## config.mk

```make
export PLATFORM = sky130hd
export DESIGN_NAME = dsm_decimation_filter
export DESIGN_NICKNAME = d
export VERILOG_FILES = /design/src/rtl/dsm_dec_pkg.sv /design/src/rtl/cic_sinc3_decim.sv /design/src/rtl/dsm_decimation_filter.sv
export SDC_FILE = /design/constraint.sdc
export NUM_CORES = 1
export LEC_CHECK = 0
export ABC_AREA = 1
export CAP_MARGIN = 20
export CORE_AREA = 2 2 134 201
export CTS_CLUSTER_DIAMETER = 50
export DETAILED_ROUTE_END_ITERATION = 10
export DIE_AREA = 0 0 136 203
export PLACE_DENSITY = 0.68
export SLEW_MARGIN = 10
export SYNTH_ARGS = -nofsm -noshare
export SYNTH_HDL_FRONTEND = slang
export SYNTH_SLANG_ARGS = --single-unit
export TNS_END_PERCENT = 30
```

## constraint.sdc

```tcl
create_clock -name clk -period 7.5 [get_ports clk]
set_input_delay 1.5 -clock clk [delete_from_list [all_inputs] [get_ports clk]]
set_output_delay 1.5 -clock clk [all_outputs]
set_load 0.01 [all_outputs]
```

## src/rtl/dsm_dec_pkg.sv

```systemverilog
// Shared constants, byte-slot decoding and output saturation for the
// delta-sigma sinc3 decimation filter.
package dsm_dec_pkg;

  localparam int R          = 256;
  localparam int LOG2R      = $clog2(R);
  localparam int ORDER      = 3;
  localparam int W          = ORDER * LOG2R + 1;
  localparam int OUT_W      = 24;

  // Phase only needs to distinguish the slots up to the LSB byte.
  localparam int PH_W       = 6;
  localparam int STROBE_LEN = 8;
  localparam int MSB_END    = 39;
  localparam int MID_END    = 55;

  typedef enum logic [1:0] {
    SLOT_MSB = 2'd0,
    SLOT_MID = 2'd1,
    SLOT_LSB = 2'd2
  } byte_slot_e;

  // Full-scale input gives exactly 2^OUT_W, which does not fit the code width.
  function automatic logic [OUT_W-1:0] sat_code(input logic [W-1:0] value);
    logic [OUT_W-1:0] code;
    if (|value[W-1:OUT_W]) begin
      code = {OUT_W{1'b1}};
    end else begin
      code = value[OUT_W-1:0];
    end
    return code;
  endfunction

  function automatic byte_slot_e slot_of(input logic [PH_W-1:0] phase);
    byte_slot_e slot;
    if (phase <= PH_W'(MSB_END)) begin
      slot = SLOT_MSB;
    end else if (phase <= PH_W'(MID_END)) begin
      slot = SLOT_MID;
    end else begin
      slot = SLOT_LSB;
    end
    return slot;
  endfunction

endpackage

```

## src/rtl/cic_sinc3_decim.sv

```systemverilog
// Third-order CIC decimator: three wrap-around integrators at the input rate,
// three combs evaluated once per decimation period.
module cic_sinc3_decim
  import dsm_dec_pkg::*;
(
  input  logic             clk,
  input  logic             rst_n,
  input  logic             din,
  output logic [OUT_W-1:0] word,
  output logic             word_valid
);

  logic [W-1:0]     integ1_r;
  logic [W-1:0]     integ2_r;
  logic [W-1:0]     integ3_r;
  logic [W-1:0]     dly1_r;
  logic [W-1:0]     dly2_r;
  logic [W-1:0]     dly3_r;
  logic [W-1:0]     comb1_s;
  logic [W-1:0]     comb2_s;
  logic [W-1:0]     comb3_s;
  logic [LOG2R-1:0] dec_cnt_r;
  logic             wrap_s;

  // Combs are combinational so the top can capture the result on the wrap edge itself.
  always_comb begin
    wrap_s  = (dec_cnt_r == LOG2R'(R - 1));
    comb1_s = integ3_r - dly1_r;
    comb2_s = comb1_s - dly2_r;
    comb3_s = comb2_s - dly3_r;
  end

  // Integrator cascade and decimation counter, running every clock.
  always_ff @(posedge clk or negedge rst_n) begin
    if (!rst_n) begin
      integ1_r  <= {W{1'b0}};
      integ2_r  <= {W{1'b0}};
      integ3_r  <= {W{1'b0}};
      dec_cnt_r <= {LOG2R{1'b0}};
    end else begin
      integ1_r  <= integ1_r + {{(W-1){1'b0}}, din};
      integ2_r  <= integ2_r + integ1_r;
      integ3_r  <= integ3_r + integ2_r;
      dec_cnt_r <= dec_cnt_r + LOG2R'(1);
    end
  end

  // Comb delay lines advance only at the decimated rate.
  always_ff @(posedge clk or negedge rst_n) begin
    if (!rst_n) begin
      dly1_r <= {W{1'b0}};
      dly2_r <= {W{1'b0}};
      dly3_r <= {W{1'b0}};
    end else if (wrap_s) begin
      dly1_r <= integ3_r;
      dly2_r <= comb1_s;
      dly3_r <= comb2_s;
    end else begin
      dly1_r <= dly1_r;
      dly2_r <= dly2_r;
      dly3_r <= dly3_r;
    end
  end

  assign word       = sat_code(comb3_s);
  assign word_valid = wrap_s;

endmodule

```

## src/rtl/dsm_decimation_filter.sv

```systemverilog
// TinyTapeout tile: sinc3 decimation of the DSM bitstream on ui_in[0], with each
// 24-bit code framed by a strobe on uio_out[2] and sent MSB byte first on uo_out.
module dsm_decimation_filter
  import dsm_dec_pkg::*;
(
  input  logic       clk,
  input  logic       rst_n,
  input  logic       ena,
  input  logic [7:0] ui_in,
  input  logic [7:0] uio_in,
  output logic [7:0] uo_out,
  output logic [7:0] uio_out,
  output logic [7:0] uio_oe
);

  logic [OUT_W-1:0] cic_word_s;
  logic             cic_valid_s;
  logic [OUT_W-1:0] word_r;
  logic [OUT_W-1:0] word_next_s;
  logic [PH_W-1:0]  phase_r;
  logic [PH_W-1:0]  phase_next_s;
  logic             started_r;
  logic             started_next_s;
  logic             strobe_r;
  logic             strobe_next_s;
  logic [7:0]       byte_r;
  logic [7:0]       byte_next_s;
  logic             unused_s;

  cic_sinc3_decim u_cic (
    .clk        (clk),
    .rst_n      (rst_n),
    .din        (ui_in[0]),
    .word       (cic_word_s),
    .word_valid (cic_valid_s)
  );

  // Next frame state; outputs are decoded from it so the pins come straight from flops.
  always_comb begin
    word_next_s    = word_r;
    phase_next_s   = phase_r;
    started_next_s = started_r | cic_valid_s;
    byte_next_s    = 8'h00;
    if (cic_valid_s) begin
      word_next_s  = cic_word_s;
      phase_next_s = {PH_W{1'b0}};
    end else if (phase_r != {PH_W{1'b1}}) begin
      phase_next_s = phase_r + PH_W'(1);
    end else begin
      phase_next_s = phase_r;
    end
    strobe_next_s = started_next_s && (phase_next_s < PH_W'(STROBE_LEN));
    case (slot_of(phase_next_s))
      SLOT_MSB: byte_next_s = word_next_s[23:16];
      SLOT_MID: byte_next_s = word_next_s[15:8];
      SLOT_LSB: byte_next_s = word_next_s[7:0];
      default:  byte_next_s = 8'h00;
    endcase
  end

  // Output word, frame phase and registered pin drivers.
  always_ff @(posedge clk or negedge rst_n) begin
    if (!rst_n) begin
      word_r    <= {OUT_W{1'b0}};
      phase_r   <= {PH_W{1'b0}};
      started_r <= 1'b0;
      strobe_r  <= 1'b0;
      byte_r    <= 8'h00;
    end else begin
      word_r    <= word_next_s;
      phase_r   <= phase_next_s;
      started_r <= started_next_s;
      strobe_r  <= strobe_next_s;
      byte_r    <= byte_next_s;
    end
  end

  assign uo_out   = byte_r;
  assign uio_out  = {5'b0_0000, strobe_r, 2'b00};
  assign uio_oe   = 8'b0000_0100;
  assign unused_s = &{1'b0, ena, ui_in[7:1], uio_in};

endmodule

```

Yosys cells after proc, flatten, opt, wreduce, memory -nomap -nowiden
Cells that the tools add are included.
{"block": "totals", "ramBits": 0, "mem_count": 0, "mem_bits_ro": 0, "in_bits": 19, "output_inout_bits": 24, "ff_bits": 198, "latchBits": 0}
{"block": "op_classes", "add_sub_neg": 8, "shifts": 0, "eq_ne": 4, "n_reduce_logical": 2, "magnitude_cmp": 3, "n_mul": 0, "bitwise": 1, "n_div": 0, "muxes": 7}
{"operator": "subtractor 25 bit", "count": 3}
{"operator": "adder 25 bit", "count": 2}
{"operator": "two-way mux 24 bit", "count": 2}
{"operator": "adder 25 x 1 -> 25 bit", "count": 1}
{"operator": "case mux 8 bit (3 select lines)", "count": 1}
{"operator": "less-or-equal comparator 6 bit (second input constant)", "count": 2}
{"operator": "two-way mux 6 bit", "count": 2}
{"operator": "adder 8 x 1 -> 8 bit (second input constant)", "count": 1}
{"operator": "equality test 8 bit (second input constant)", "count": 1}
{"operator": "adder 6 x 1 -> 6 bit (second input constant)", "count": 1}
{"operator": "< comparator 6 x 4 -> 1 bit (second input constant)", "count": 1}
{"operator": "!= test 6 bit (second input constant)", "count": 1}
{"operator": "two-way mux 2 bit", "count": 2}
{"operator": "equality test 2 x 1 -> 1 bit (second input constant)", "count": 1}
{"operator": "equality test 2 bit (second input constant)", "count": 1}
{"operator": "logical NOT 2 bit", "count": 1}
{"operator": "logical AND 1 bit", "count": 1}
{"operator": "OR 1 bit", "count": 1}

Longest topological paths before layout
{"block": "logic_depth", "word_depth": 8, "ltp_mapped": 37, "mapped_depth_nobuf": 37}

Modules after synthesis
A second synthesis with hierarchy kept.
{"block": "hier_totals", "hier_cells": 1742, "hier_area_um2": 14023.4}
{"mod": "cic_sinc3_decim", "area_per_inst_um2": 12106.6, "instances": 1, "cells_per_inst": 1524}
{"mod": "dsm_decimation_filter", "area_per_inst_um2": 1916.8, "instances": 1, "cells_per_inst": 218}

Least setup slack after synthesis
OpenSTA, ideal clock, no wires.
{"block": "synth_timing", "path_type": "reg2reg", "start": "register u_cic.integ3_r[0]", "end": "register byte_r[4] (netlist: uo_out[4])", "synth_period_minus_slack_ns": 4.776, "stages_incl_launch_ff": 33, "setup_slack_ns": 2.724, "required_time_ns": 7.375, "t_arrival_ns": 4.651, "path_cell_list": "dfrtp_1 -> inv_1 -> ha_1 -> inv_1 -> fa_1 -> nand2_1 -> nand2_1 -> and2_1 -> a31oi_1 -> xnor2_1 -> ha_1 -> inv_1 -> o21bai_1 -> a21boi_0 -> nand2_1 -> a31o_2 -> a21boi_0 -> o21ai_0 -> xor2_1 -> ha_1 -> a21oi_1 -> o21ai_0 -> o21ai_0 -> nand3_1 -> nand2_1 -> nand2_1 -> inv_1 -> nand3_2 -> nand2_4 -> buf_6 -> nand2_1 -> nand3_1 -> nand3_1"}
{"block": "synth_between", "elab_chain_len": 6}
{"item": "start, declared", "line": "cic_sinc3_decim.sv:15", "text": "logic [W-1:0] integ3_r;"}
{"item": "start signal, assigned", "line": "cic_sinc3_decim.sv:38", "text": "integ3_r <= {W{1'b0}};"}
{"item": "start signal, assigned", "line": "cic_sinc3_decim.sv:43", "text": "integ3_r <= integ3_r + integ2_r;"}
{"item": "subtractor 25 bit", "line": "cic_sinc3_decim.sv:28", "text": "comb1_s = integ3_r - dly1_r;"}
{"item": "via u_cic.comb1_s[6]", "line": "cic_sinc3_decim.sv:19", "text": "logic [W-1:0] comb1_s;"}
{"item": "subtractor 25 bit", "line": "cic_sinc3_decim.sv:29", "text": "comb2_s = comb1_s - dly2_r;"}
{"item": "via u_cic.comb2_s[13]", "line": "cic_sinc3_decim.sv:20", "text": "logic [W-1:0] comb2_s;"}
{"item": "subtractor 25 bit", "line": "cic_sinc3_decim.sv:30", "text": "comb3_s = comb2_s - dly3_r;"}
{"item": "two-way mux 24 bit", "line": "dsm_dec_pkg.sv:26", "text": "if (|value[W-1:OUT_W]) begin"}
{"item": "two-way mux 24 bit", "line": "dsm_decimation_filter.sv:44", "text": "if (cic_valid_s) begin"}
{"item": "case mux 8 bit (3 select lines)", "line": "dsm_decimation_filter.sv:53", "text": "case (slot_of(phase_next_s))"}
{"item": "via byte_next_s[4]", "line": "dsm_decimation_filter.sv:27", "text": "logic [7:0] byte_next_s;"}
{"item": "end signal, assigned", "line": "dsm_decimation_filter.sv:74", "text": "byte_r <= byte_next_s;"}
{"item": "end, declared", "line": "dsm_decimation_filter.sv:26", "text": "logic [7:0] byte_r;"}
The timed path passes the listed nets, and every way through them passes these cells.
A chain may end at the register's enable or synchronous reset.

Final worst setup path
{"block": "layout_timing", "start": "register u_cic.integ3_r[6]", "end": "register byte_r[1] (netlist: uo_out[1])"}
The elaborated chain is that of the path after synthesis.

==> run metrics <==
WP data required 7.82 ns; area grow syn2layout 7.696%; CP dominant cell by count nand3_1; GR Util All Layers 20.11%; Top Ports 43; CTS Root Buffer Type clkbuf_16; Post-synth ARST share 100.0%; max_cap viols 0; worst min path class register to register; Horiz. Die Dim 136 um; most frequent cells in the layout nand2_1 (315), inv_1 (220), dfrtp_1 (198); Starting Density 51.23%; clk buf depth 2; Vias 10230; Final Wtd Congestion 0.8949; synth warn 0; post-route setup TNS 0 ns; relative slew slack 34.33%; Hold-fix buffers, CTS 0; CTS sink count 198; via/cell ratio 5.188; status finished clean; cts repair resizes 0; crit path DAT 6.17 ns; FMAX 170.9 MHz; antenna viol nets, final 0; DP HPWL 19970 um; Non-Filler Instances 1972; crit path launch type register; CTS tree built; row cnt 72; initial antenna violation count 0; Critical-path top delay cell dfrtp_1; Post-CTS Setup Bufs 0; crit-path max cell delay 0.42 ns; #FFs+latches synth 198; Worst Clk Skew 0.01165 ns; DR WL/cell 13.17 um; placed insts 1940; Final min period 5.851 ns; Hold WS 0.4495 ns; Distinct cells, synth 52; RSZ-0062 raised after global routing false; most common cell after layout, fill and taps aside nand2_1; largest net degree at the start of global routing 120; initial DRC count 447; share of layout cells above drive strength 1 6.101%; Synth Area per Inst 8.148 sq um; sequential element share of the synthesized area 37.54%; Setup CP Type register to register; First-pass DRT Iterations 5; total clock buffers created by CTS 17; H-Tree Depth 4; core area 25760 sq um; CP Capture Type register; Residual DRC 0; vias in the first global route 10650; Remaining Overflow, GRT 0; Final Hold Viols 0; die area 27610 sq um; first-pass GRT wire length 45560 um; fin. max-slew vios 0; antenna cells 0; Post-Syn Area 13200 sq um; Final nets 1774; Least-Margin Pin Slew 0.9850 ns; Final period util 78.01%; Routed Wire Length 25960 um; clk slew on worst S/H paths 0.07 ns; Worst-Skew Late Latency 0.45 ns; Final setup viols 0; Post-synth top flop dfrtp_1; critical path fanouts, max 23; I/O Buffers 11; Die Ht 203 um; Synth Instances 1620; EDFF count, synth 0
[per-layer routing]
layer | global-route usage (%) | wire [um]
met5 | 0 | 0
met4 | 8.929 | 995
met3 | 3.021 | 424
met2 | 38.71 | 14150
met1 | 21.02 | 10400
[cells by family (layout without fill, tap and decap cells)]
family	count (synthesis)	in the layout	share of synthesized area (%)
fa+ha+maj	129	129	12.51
other cells	2	15	0.05689
buf+inv	263	269	8.133
flops	198	198	37.54
compound gates	314	314	13.14
simple gates	572	572	19.18
xor+xnor	141	141	9.355
mux	1	1	0.08530
[Yosys cell counts, types with 13 or more instances]
cell,instances,area share (%)
a31oi_1,13,0.62
clkbuf_1,19,0.54
nand4_1,18,0.85
xnor2_1,41,2.7
a21oi_1,119,4.5
nor3_1,15,0.57
dfrtp_1,198,38
or2_2,21,1.0
xor2_1,100,6.6
nand3_1,90,3.4
nand2_2,13,0.62
nor2_1,74,2.1
o21ai_0,120,4.5
ha_1,124,12
nand2_1,315,9.0
buf_4,16,0.91
inv_1,221,6.3
o21bai_1,13,0.74
[through the flow]
| stage | util [%] | setup slack [ns] | instance area [sq um] |
|---|---|---|---|
| CTS | 55.18 | 1.669 | 14220 |
| detailed placement | 52.70 | 1.701 | 13580 |
| global placement | 52.70 | 1.833 | 13580 |
| finish | 55.18 | 1.649 | 14220 |
| floorplan | - | 2.724 | 13250 |
| global route | 55.18 | 1.035 | 14220 |
[state kept, by name, indices dropped and copies added (netlist names)]
register / count
phase_r: 6
started_r: 1
strobe_r: 1
u_cic.dec_cnt_r: 8
u_cic.dly1_r: 25
u_cic.dly2_r: 25
u_cic.dly3_r: 25
u_cic.integ1_r: 25
u_cic.integ2_r: 25
u_cic.integ3_r: 25
uo_out: 8
word_r: 24
[final timing paths]
kind,from,to,slack (ns),depth (start not counted)
setup / recovery,u_cic.integ3_r[6],uo_out[1],1.65,32
hold / removal,started_r,started_r,0.45,2
setup reg to reg,u_cic.integ3_r[6],uo_out[1],1.65,32
hold reg to reg,started_r,started_r,0.45,2
max in group asynchronous,rst_n,u_cic.integ3_r[19],5.21,2
min in group asynchronous,rst_n,u_cic.dly3_r[1],1.13,1
[final cells by class]
type	count	area, sq um
well taps	333	416.7
clock inverters	15	214.0
fillers	2435	11550
multi-input cells	1172	7226
inverters	222	835.8
repair buffers	15	143.9
clock buffers	17	425.4
flip-flops and latches	198	4955
[worst max-delay path: cells and delay by family (launching register included)]
kind,cells,cell delay (ns)
and+or+nand+nor,16,2.16
AOI/OAI and AO/OA,9,1.50
adders and majority gates,3,1.04
DFF,1,0.42
xor gates and xnor gates,2,0.41
buffers and inverters,2,0.19
Power is not shown: default switching activity piles up to over one toggle a cycle in this logic, so the estimate is an artifact.
